[src/rtl/hba_arbiter.sv]
// Round-robin HBA bus arbiter with hold-until-release grants,
// a one-cycle turnaround and a transfer watchdog.
module hba_arbiter #(
    parameter int NUM_MASTERS    = 2,
    parameter int TIMEOUT_CYCLES = 1024
) (
    input  logic                   hba_clk,
    input  logic                   hba_resetq,
    input  logic [NUM_MASTERS-1:0] hba_mrequest,
    input  logic                   hba_select,
    input  logic                   hba_xferack,
    output logic [NUM_MASTERS-1:0] hba_mgrant,
    output logic                   hba_xferack_timeout,
    output logic                   arb_busy,
    output logic                   arb_err,
    output logic [2:0]             arb_err_master,
    input  logic                   arb_err_clr
);

    typedef enum logic [1:0] {IDLE, GRANT, TURN} state_e;

    localparam logic [2:0]  LAST_RST = 3'(NUM_MASTERS - 1);
    localparam logic        WD_EN    = (TIMEOUT_CYCLES > 0);
    localparam logic [15:0] TERM     =
        (TIMEOUT_CYCLES > 0) ? 16'(TIMEOUT_CYCLES - 1) : 16'd0;

    state_e                 state_q, state_d;
    logic [NUM_MASTERS-1:0] grant_q, grant_d;
    logic                   busy_q, busy_d;
    logic [2:0]             owner_q, owner_d;
    logic [2:0]             last_q, last_d;
    logic [15:0]            cnt_q, cnt_d;
    logic                   to_q, to_d;
    logic                   err_q, err_d;
    logic [2:0]             errm_q, errm_d;

    logic [2:0] win;
    logic       found;
    logic       owner_req;
    logic       stall;

    // First requester at or after last+1, wrapping.
    always_comb begin
        win   = '0;
        found = 1'b0;
        for (int k = 1; k <= NUM_MASTERS; k++) begin
            for (int i = 0; i < NUM_MASTERS; i++) begin
                if (!found && hba_mrequest[i] &&
                    i == (int'(last_q) + k) % NUM_MASTERS) begin
                    found = 1'b1;
                    win   = 3'(i);
                end
            end
        end
    end

    always_comb begin
        owner_req = 1'b0;
        for (int i = 0; i < NUM_MASTERS; i++) begin
            if (3'(i) == owner_q) begin
                owner_req = hba_mrequest[i];
            end
        end
    end

    always_comb begin
        state_d = state_q;
        grant_d = grant_q;
        busy_d  = busy_q;
        owner_d = owner_q;
        last_d  = last_q;
        unique case (state_q)
            IDLE: begin
                grant_d = '0;
                busy_d  = 1'b0;
                if (found) begin
                    state_d = GRANT;
                    owner_d = win;
                    last_d  = win;
                    busy_d  = 1'b1;
                    for (int i = 0; i < NUM_MASTERS; i++) begin
                        grant_d[i] = (3'(i) == win);
                    end
                end
            end
            GRANT: begin
                if (!owner_req) begin
                    state_d = TURN;
                    grant_d = '0;
                    busy_d  = 1'b0;
                end
            end
            TURN: begin
                state_d = IDLE;
            end
            default: begin
                state_d = IDLE;
                grant_d = '0;
                busy_d  = 1'b0;
            end
        endcase
    end

    // A stalled transfer counts up; the timeout never revokes the grant.
    always_comb begin
        cnt_d  = '0;
        to_d   = 1'b0;
        err_d  = err_q;
        errm_d = errm_q;
        stall  = WD_EN && (state_q == GRANT) &&
                 hba_select && !hba_xferack;
        if (stall) begin
            if (cnt_q == TERM) begin
                to_d = 1'b1;
            end else begin
                cnt_d = cnt_q + 16'd1;
            end
        end
        if (to_d) begin
            err_d  = 1'b1;
            errm_d = owner_q;
        end else if (arb_err_clr) begin
            err_d  = 1'b0;
            errm_d = '0;
        end
    end

    always_ff @(posedge hba_clk or negedge hba_resetq) begin
        if (!hba_resetq) begin
            state_q <= IDLE;
            grant_q <= '0;
            busy_q  <= 1'b0;
            owner_q <= '0;
            last_q  <= LAST_RST;
            cnt_q   <= '0;
            to_q    <= 1'b0;
            err_q   <= 1'b0;
            errm_q  <= '0;
        end else begin
            state_q <= state_d;
            grant_q <= grant_d;
            busy_q  <= busy_d;
            owner_q <= owner_d;
            last_q  <= last_d;
            cnt_q   <= cnt_d;
            to_q    <= to_d;
            err_q   <= err_d;
            errm_q  <= errm_d;
        end
    end

    assign hba_mgrant          = grant_q;
    assign arb_busy            = busy_q;
    assign hba_xferack_timeout = to_q;
    assign arb_err             = err_q;
    assign arb_err_master      = errm_q;

endmodule

[config.mk]
export PLATFORM = sky130hd
export DESIGN_NAME = hba_arbiter
export DESIGN_NICKNAME = d
export VERILOG_FILES = /design/src/rtl/hba_arbiter.sv
export SDC_FILE = /design/constraint.sdc
export NUM_CORES = 1
export LEC_CHECK = 0
export ABC_AREA = 1
export CORE_MARGIN = 5
export CORE_UTILIZATION = 35
export CTS_BUF_LIST = sky130_fd_sc_hd__clkbuf_8
export DETAILED_ROUTE_END_ITERATION = 7
export HOLD_SLACK_MARGIN = 0.03
export SYNTH_ARGS = -nofsm -noshare
export SYNTH_HDL_FRONTEND = slang
export SYNTH_SLANG_ARGS = --single-unit
[constraint.sdc]
create_clock -name hba_clk -period 3.4 [get_ports hba_clk]
set_input_delay 0.68 -clock hba_clk [delete_from_list [all_inputs] [get_ports hba_clk]]
set_output_delay 0.68 -clock hba_clk [all_outputs]
set_load 0.01 [all_outputs]
After elaboration in Yosys (flattened, before gate mapping)

Cells that the tools add are included.

Flip-flop bits (word level): 30
Bits of input ports: 7
Output and inout port bits: 8
Word-level logic and storage cells: 72

Add/subtract/negate cells: 3
Equality and inequality tests: 9
Mux-type cells: 26
Bitwise operators: 3
Reductions and logical operators: 22

Operators with widths:

| cell                  | count |
|---|---|
| $logic_not 32->1      | 2 |
| $mux 16               | 2 |
| $add 16x1->16 const B | 1 |
| $eq 16x10->1 const B  | 1 |
| $mux 1                | 15 |
| $logic_and 1x1->1     | 9 |
| $mux 2                | 4 |
| $eq 1x3->1 const A    | 2 |
| $logic_not 3->1       | 2 |
| $mux 3                | 2 |
| $pmux 2 s3            | 1 |
| $reduce_and 2->1      | 3 |
| $eq 2x2->1 const A    | 2 |
| $logic_not 1->1       | 4 |
| $ne 2x2->1 const B    | 2 |
| $pmux 2 s2            | 1 |
| $pmux 1 s3            | 1 |
| $add 1x1->1 const B   | 2 |
| $and 1x1->1 const A   | 2 |
| $eq 2x1->1 const B    | 1 |
| $eq 2x2->1 const B    | 1 |
| $logic_not 2->1       | 1 |
| $reduce_bool 2->1     | 1 |
| $not 1->1             | 1 |

Depth between registers and ports, before layout

Gate-level depths: netlist of run 1.

Depth after elaboration: 20
Gate-level depth with buffers: 8
Mapped depth without buffers: 8

Least setup slack after synthesis of run 1

No wires, ideal clock.

Kind: input to register
Start point: input hba_mrequest[0]
End point: register grant_q[0] (netlist: hba_mgrant[0])
Setup time: 138 ps
Arrival time: 1125 ps
Required time: 3262 ps
Slack: 2136 ps
Stages on the path: 4
Path buffers: 0
Path through: o211ai_1 > nand2_1 > nand2_1 > o21ai_0

Word-level cells in the longest chain between the ends: 17
Elaborated cells between the ends (all ways): 24
Those cells by class: 1 x eq/ne; 11 x mux; 12 x reduce/logical

Ends and longest elaborated chain:

| what                           | line | source |
|---|---|---|
| start: declaration             | 9    | `input logic [NUM_MASTERS-1:0] hba_mrequest,` |
| $logic_and 1x1->1              | 48   | `if (!found && hba_mrequest[i] &&` |
| $mux 1                         | 48   |  |
| $logic_not 1->1                | 48   |  |
| $logic_and 1x1->1 (2 in a row) | 48   |  |
| $mux 1                         | 48   |  |
| $logic_not 1->1                | 48   |  |
| $logic_and 1x1->1 (2 in a row) | 48   |  |
| $mux 1                         | 48   |  |
| $logic_not 1->1                | 48   |  |
| $logic_and 1x1->1 (2 in a row) | 48   |  |
| $mux 1                         | 48   |  |
| $logic_not 3->1                | 82   | `grant_d[i] = (3'(i) == win);` |
| $mux 2                         | 76   | `if (found) begin` |
| $pmux 2 s3                     | 72   | `unique case (state_q)` |
| end signal: assignment         | 141  | `grant_q <= grant_d;` |
| end: declaration               | 28   | `logic [NUM_MASTERS-1:0] grant_q, grant_d;` |

Several ways; a longest one is shown, not always the timed one.
A chain may end at the register's enable or synchronous reset.

Final worst setup path of run 1

Start point: register grant_q[1] (netlist: hba_mgrant[1])
End point: output hba_mgrant[1]

RTL lines:

| what             | line | source |
|---|---|---|
| end: declaration | 12   | `output logic [NUM_MASTERS-1:0] hba_mgrant,` |

No word-level cell between the ends.

==> results.ini, run 1 <==
[run_status]
status=completed

[cts]
cts_htree_levels=1
cts_tree=built
numCtsBuffers=3
clk_path_buf_depth=2
postCtsSetupBuffers=0
clkSlewWorstSetupHoldPaths_ns=0.09
clockRootBuffer=clkbuf_8
cts_hold_buffers=0
clock_latency_ns=0.27
cts_sinks=26
cts_resized=0

[placement]
dpl.hpwl_um=1950
dp.cells=233
port_buffers=12
place.gp.congestion=0.786

[logic_synthesis]
yosysWarnings=0
synth_cell_types=23
postSynthAreaPerCell_um2=7.75
synthTopCellsByArea=dfrtp_1 47%, nand2_1 13%, nor2_1 10%, inv_1 4.5%, nand3_1 3.4%
ys_ff_latch=26
synth_cells=173
yosysSeqAreaShare_pct=48.6
synth_area_um2=1340
yosysTopAreaCellShare_pct=46.6
synth_top_area_cell=dfrtp_1

[grt]
grt_start_max_net_pins=19
grt_use_met1_pct=15.2
met3_usage_pct=3.05
grt_usage_pct=11.1
grt-ovfl-total=0
grt-busiest-layer=met2
grt_pass1_wl_um=4500
grt_antenna_before_repair=0
grt_pass1_vias=1010
gr-usage-met2_pct=16.1

[route]
ant_nets=0
num_vias=1061
routed_wl_um=2470
drtPass1Iterations=4
drc=0
drtIter0Drc=57
viasPerCell=4.48
wl_per_cell_um=10.4

[critical_path]
cp_slowest_stage_delay_ns=0.54
cp_slowest_cell=clkdlybuf4s50_1
start_kind=flop
cp_num_buf_inv=1
cp_cell_sequence=clkdlybuf4s50_1
critPathTopFamily=buffers and inverters
worst-setup-path-type=reg -> out
critPathCaptureType=output pin
worst-path-max-fanout=2
worstRegToRegCells=6
timing.critical_path.required_ns=2.72
arrival_ns=1.18
crit_cells=1

[power]
ir_worst_vdd_mv=0.331
p_per_area_nw_per_um2=495
p_total_uw=787
p_leak_nw=0.687

[timing]
period_minus_slack_ns=1.86
setup_viol=0
rsz0062_at_grt=no
fmax_mhz=539
hold_ws_ns=0.474
hold_viol=0
period_share_pct=54.6
max_slew_margin_pct=47.6
worst_pin_slew_ns=0.784
fin_setup_tns_ns=0
drv_slew=0
skew_ns=0.00884

[layout]
layout-drive-gt1-share_pct=10.6
final_cell_count_no_fill=237
final_cell_mix=46 x nand2_1, 37 x nor2_1, 25 x dfrtp_1, 16 x inv_1, 12 x clkdlybuf4s50_1
antenna_cells=0
nets=198
area_growth_pct=18.5
mostFrequentLayoutCell=nand2_1

[die]
start_util_pct=36.4
row_count=22
pin_count=15
die_h_um=71.9
die_w_um=71.9
dieArea_um2=5170
core_region_area_um2=3690

[flow_run]
max-cap-violations=0

[hold_path]
whs_path_depth=2
hold_class=reg -> reg

## through the flow
stage | worst slack [ns] | area [um2] | utilization, %
detailed placement | 1.53 | 1520 | 41.1
finish | 1.54 | 1590 | 43.1
global placement | 1.54 | 1520 | 41.1
CTS | 1.53 | 1590 | 43.1
global route | 1.49 | 1590 | 43.1
floorplan | 2.14 | 1350 | -
## registers in the layout (all words and copies together) (netlist names)
| register | cells |
|---|---|
| arb_busy | 1 |
| hba_xferack_timeout | 1 |
| state_q | 2 |
| last_q | 1 |
| arb_err_master | 1 |
| arb_err | 1 |
| hba_mgrant | 2 |
| owner_q | 1 |
| cnt_q | 16 |
## cell usage after synthesis, drive strengths merged
cell / instances
dfrtp: 25
nor3: 3
conb: 1
o21ai: 4
o211ai: 1
a21oi: 2
xor2: 3
inv: 18
nand2: 51
dfstp: 1
o21bai: 3
ha: 1
nand4: 4
buf: 2
nand3: 9
xnor2: 3
nor2: 42
## worst paths after layout
check / start / to / slack, ns
setup / recovery: hba_mgrant[1]$_DFFE_PN0P_ / hba_mgrant[1] / 1.54
hold / removal: last_q[0]$_DFFE_PN1P_ / last_q[0]$_DFFE_PN1P_ / 0.47
setup reg to reg: cnt_q[0]$_DFF_PN0_ / cnt_q[7]$_DFF_PN0_ / 1.98
hold reg to reg: last_q[0]$_DFFE_PN1P_ / last_q[0]$_DFFE_PN1P_ / 0.47
max in group asynchronous: hba_resetq / cnt_q[7]$_DFF_PN0_ / 1.91
min in group asynchronous: hba_resetq / cnt_q[10]$_DFF_PN0_ / 0.86
## power breakdown
| part | internal, mW | total [mW] | switching [mW] |
|---|---|---|---|
| clock network | 0.158 | 0.252 | 0.0947 |
| registers | 0.354 | 0.379 | 0.0256 |
| logic | 0.0629 | 0.156 | 0.0928 |
| total | 0.574 | 0.787 | 0.213 |
## area by class of cell
class,instances,area (um2)
clock buffers,3,41.3
clock inverters,1,30.0
inverters,18,67.6
flip-flops and latches,26,652
fillers,395,2100
repair buffers,13,128
multi-input cells,128,611
well taps,48,60.1
## cell families (layout without fill, tap and decap cells)
| family | count (synthesis) | count (layout) | share of synthesized area (%) |
|---|---|---|---|
| fa+ha+maj | 1 | 1 | 0.933 |
| simple gates | 109 | 109 | 35.4 |
| compound gates | 10 | 10 | 4.76 |
| flops | 26 | 26 | 48.6 |
| buf+inv | 20 | 35 | 6.16 |
| other cells | 1 | 2 | 0.280 |
| xor+xnor | 6 | 6 | 3.92 |
## per-layer routing
metal | vias up | share of wire [%] | routed length (um)
li1 | 567 | - | -
met1 | 462 | 50 | 1250
met2 | 23 | 42 | 1040
met3 | 9 | 3.9 | 97
met4 | 0 | 3.4 | 85
met5 | - | 0 | 0
No activity file was read; power rests on OpenSTA's default activity.
==> inputs of run 2 (changes only) <==
- clock period: 3.4 -> 1.6 ns (I/O delays scaled with it)
==> run 2 against run 1 <==
  * Flip-flop and latch count unchanged
  * Cell count rose by 0.84%
  * Critical path depth stayed put
  * Total power increased by 120%
  * Clock skew down 0.0067 ns
  * Sequential share of layout area decreased by 0.38 points
  * Sequential power rose by 110%
==> results.ini, run 2 (same netlist as run 1, synthesis figures left out) <==
[critical_path]
cp_slowest_cell=clkdlybuf4s50_1  ; unchanged
critPathTopFamily=buffers and inverters  ; unchanged
cp_cell_sequence=clkdlybuf4s50_1  ; unchanged
critPathCaptureType=output pin  ; unchanged
arrival_ns=1.17  ; was 1.18 ns
timing.critical_path.required_ns=1.28  ; was 2.72 ns
start_kind=flop  ; unchanged
worst-path-max-fanout=2  ; unchanged
cp_slowest_stage_delay_ns=0.54  ; about the same
worst-setup-path-type=reg -> out  ; unchanged
cp_num_buf_inv=1  ; unchanged

[cts]
clkSlewWorstSetupHoldPaths_ns=0.09  ; about the same
cts_resized=0  ; unchanged
cts_tree=built  ; unchanged
numCtsBuffers=3  ; unchanged
cts_htree_levels=1  ; unchanged
postCtsSetupBuffers=0  ; unchanged
clock_latency_ns=0.27  ; about the same
clk_path_buf_depth=2  ; unchanged
clockRootBuffer=clkbuf_8  ; unchanged
cts_hold_buffers=0  ; unchanged
cts_sinks=26  ; unchanged

[route]
routed_wl_um=2630  ; was 2470 um
drtPass1Iterations=4  ; unchanged
drc=0  ; unchanged
wl_per_cell_um=11.0  ; was 10.4 um
num_vias=1087  ; was 1,061
viasPerCell=4.55  ; was 4.48
ant_nets=0  ; unchanged
drtIter0Drc=43  ; was 57

[grt]
grt_start_max_net_pins=27  ; was 19
grt_usage_pct=11.3  ; was 11.1%
grt_pass1_vias=1041  ; was 1,010
grt-ovfl-total=0  ; unchanged
grt_antenna_before_repair=0  ; unchanged
grt_pass1_wl_um=4600  ; was 4500 um

[die]
core_region_area_um2=3690  ; unchanged
die_w_um=71.9  ; unchanged
dieArea_um2=5170  ; unchanged
pin_count=15  ; unchanged
row_count=22  ; unchanged
start_util_pct=36.4  ; unchanged
die_h_um=71.9  ; unchanged

[timing]
setup_viol=0  ; unchanged
hold_ws_ns=0.415  ; was 0.474 ns
fmax_mhz=672
rsz0062_at_grt=no  ; unchanged
skew_ns=0.00218  ; was 0.00884 ns
drv_slew=0  ; unchanged
fin_setup_tns_ns=0  ; unchanged
period_minus_slack_ns=1.49
period_share_pct=93.0
hold_viol=0  ; unchanged

[power]
ir_worst_vdd_mv=0.620  ; was 0.331 mV
p_leak_nw=0.697  ; was 0.687 nW
p_per_area_nw_per_um2=1060  ; was 495 nW/um2

[run_status]
status=completed  ; unchanged

[layout]
layout-drive-gt1-share_pct=11.5  ; was 10.6%
nets=200  ; was 198
antenna_cells=0  ; unchanged
area_growth_pct=19.6  ; was 18.5%
mostFrequentLayoutCell=nand2_1  ; unchanged
largest_reg_flops=16  ; unchanged
final_cell_mix=46 x nand2_1, 37 x nor2_1, 25 x dfrtp_1, 16 x inv_1, 12 x clkdlybuf4s50_1  ; unchanged
largest-register=cnt_q  ; unchanged

[hold_path]
hold_class=in -> async  ; was reg -> reg

[placement]
port_buffers=12  ; unchanged
place.gp.congestion=0.832  ; was 0.786
dpl.hpwl_um=2020  ; was 1950 um

[flow_run]
max-cap-violations=0  ; unchanged

run 2: cell types whose count changed in the layout (fill, tap and decap cells not counted):
cell and delta:
buf_4 +2
run 2: path summary, 6_finish.rpt:
check | endpoint | from | slack (ns) | cells past startpoint
min in group hba_clk | last_q[0]$_DFFE_PN1P_ | last_q[0]$_DFFE_PN1P_ | 0.47 | 2
max | hba_mgrant[0] | hba_mgrant[0]$_DFFE_PN0P_ | 0.11 | 1
max in group asynchronous | last_q[0]$_DFFE_PN1P_ | hba_resetq | 0.88 | 2
min | cnt_q[3]$_DFF_PN0_ | hba_resetq | 0.41 | 2
min reg2reg | last_q[0]$_DFFE_PN1P_ | last_q[0]$_DFFE_PN1P_ | 0.47 | 2
max reg2reg | arb_err_master[0]$_DFFE_PN0P_ | cnt_q[0]$_DFF_PN0_ | 0.23 | 8
run 2: layer usage:
metal	routed length [um]	vias up	part of all wire, %	global-route usage [%]
met5	0	-	0	0
met4	14	0	0.53	2.51
met3	99	2	3.8	3.05
met2	1200	21	46	18.6
met1	1320	498	50	14.9
li1	-	566	-	-
run 2: final cells by class:
type	count	area [um2]
sequential	26	652
timing repair buffer	15	143
clock buffer	3	41.3
clock inverter	1	30.0
tap	48	60.1
multi-input combinational	128	611
inverter	18	67.6
fill	388	2080
run 2: through the flow:
stage / power [mW] / utilization (%) / setup slack [ns] / instances / cell area [um2]
final: 1.69 / 43.5 / 0.111 / 239 / 1600
after global routing: 1.82 / 43.5 / 0.0493 / 239 / 1600
after CTS: 1.72 / 43.5 / 0.0952 / 239 / 1600
after detailed placement: 1.17 / 41.6 / 0.123 / 235 / 1530
after global placement: 1.17 / 41.6 / 0.115 / 235 / 1530
after floorplan: 1.01 / - / 0.364 / 174 / 1350
run 2: report_power, final:
part	internal, mW	total, mW	switching [mW]
Combinational	0.148	0.348	0.200
Clock	0.334	0.542	0.207
Sequential	0.752	0.804	0.0528
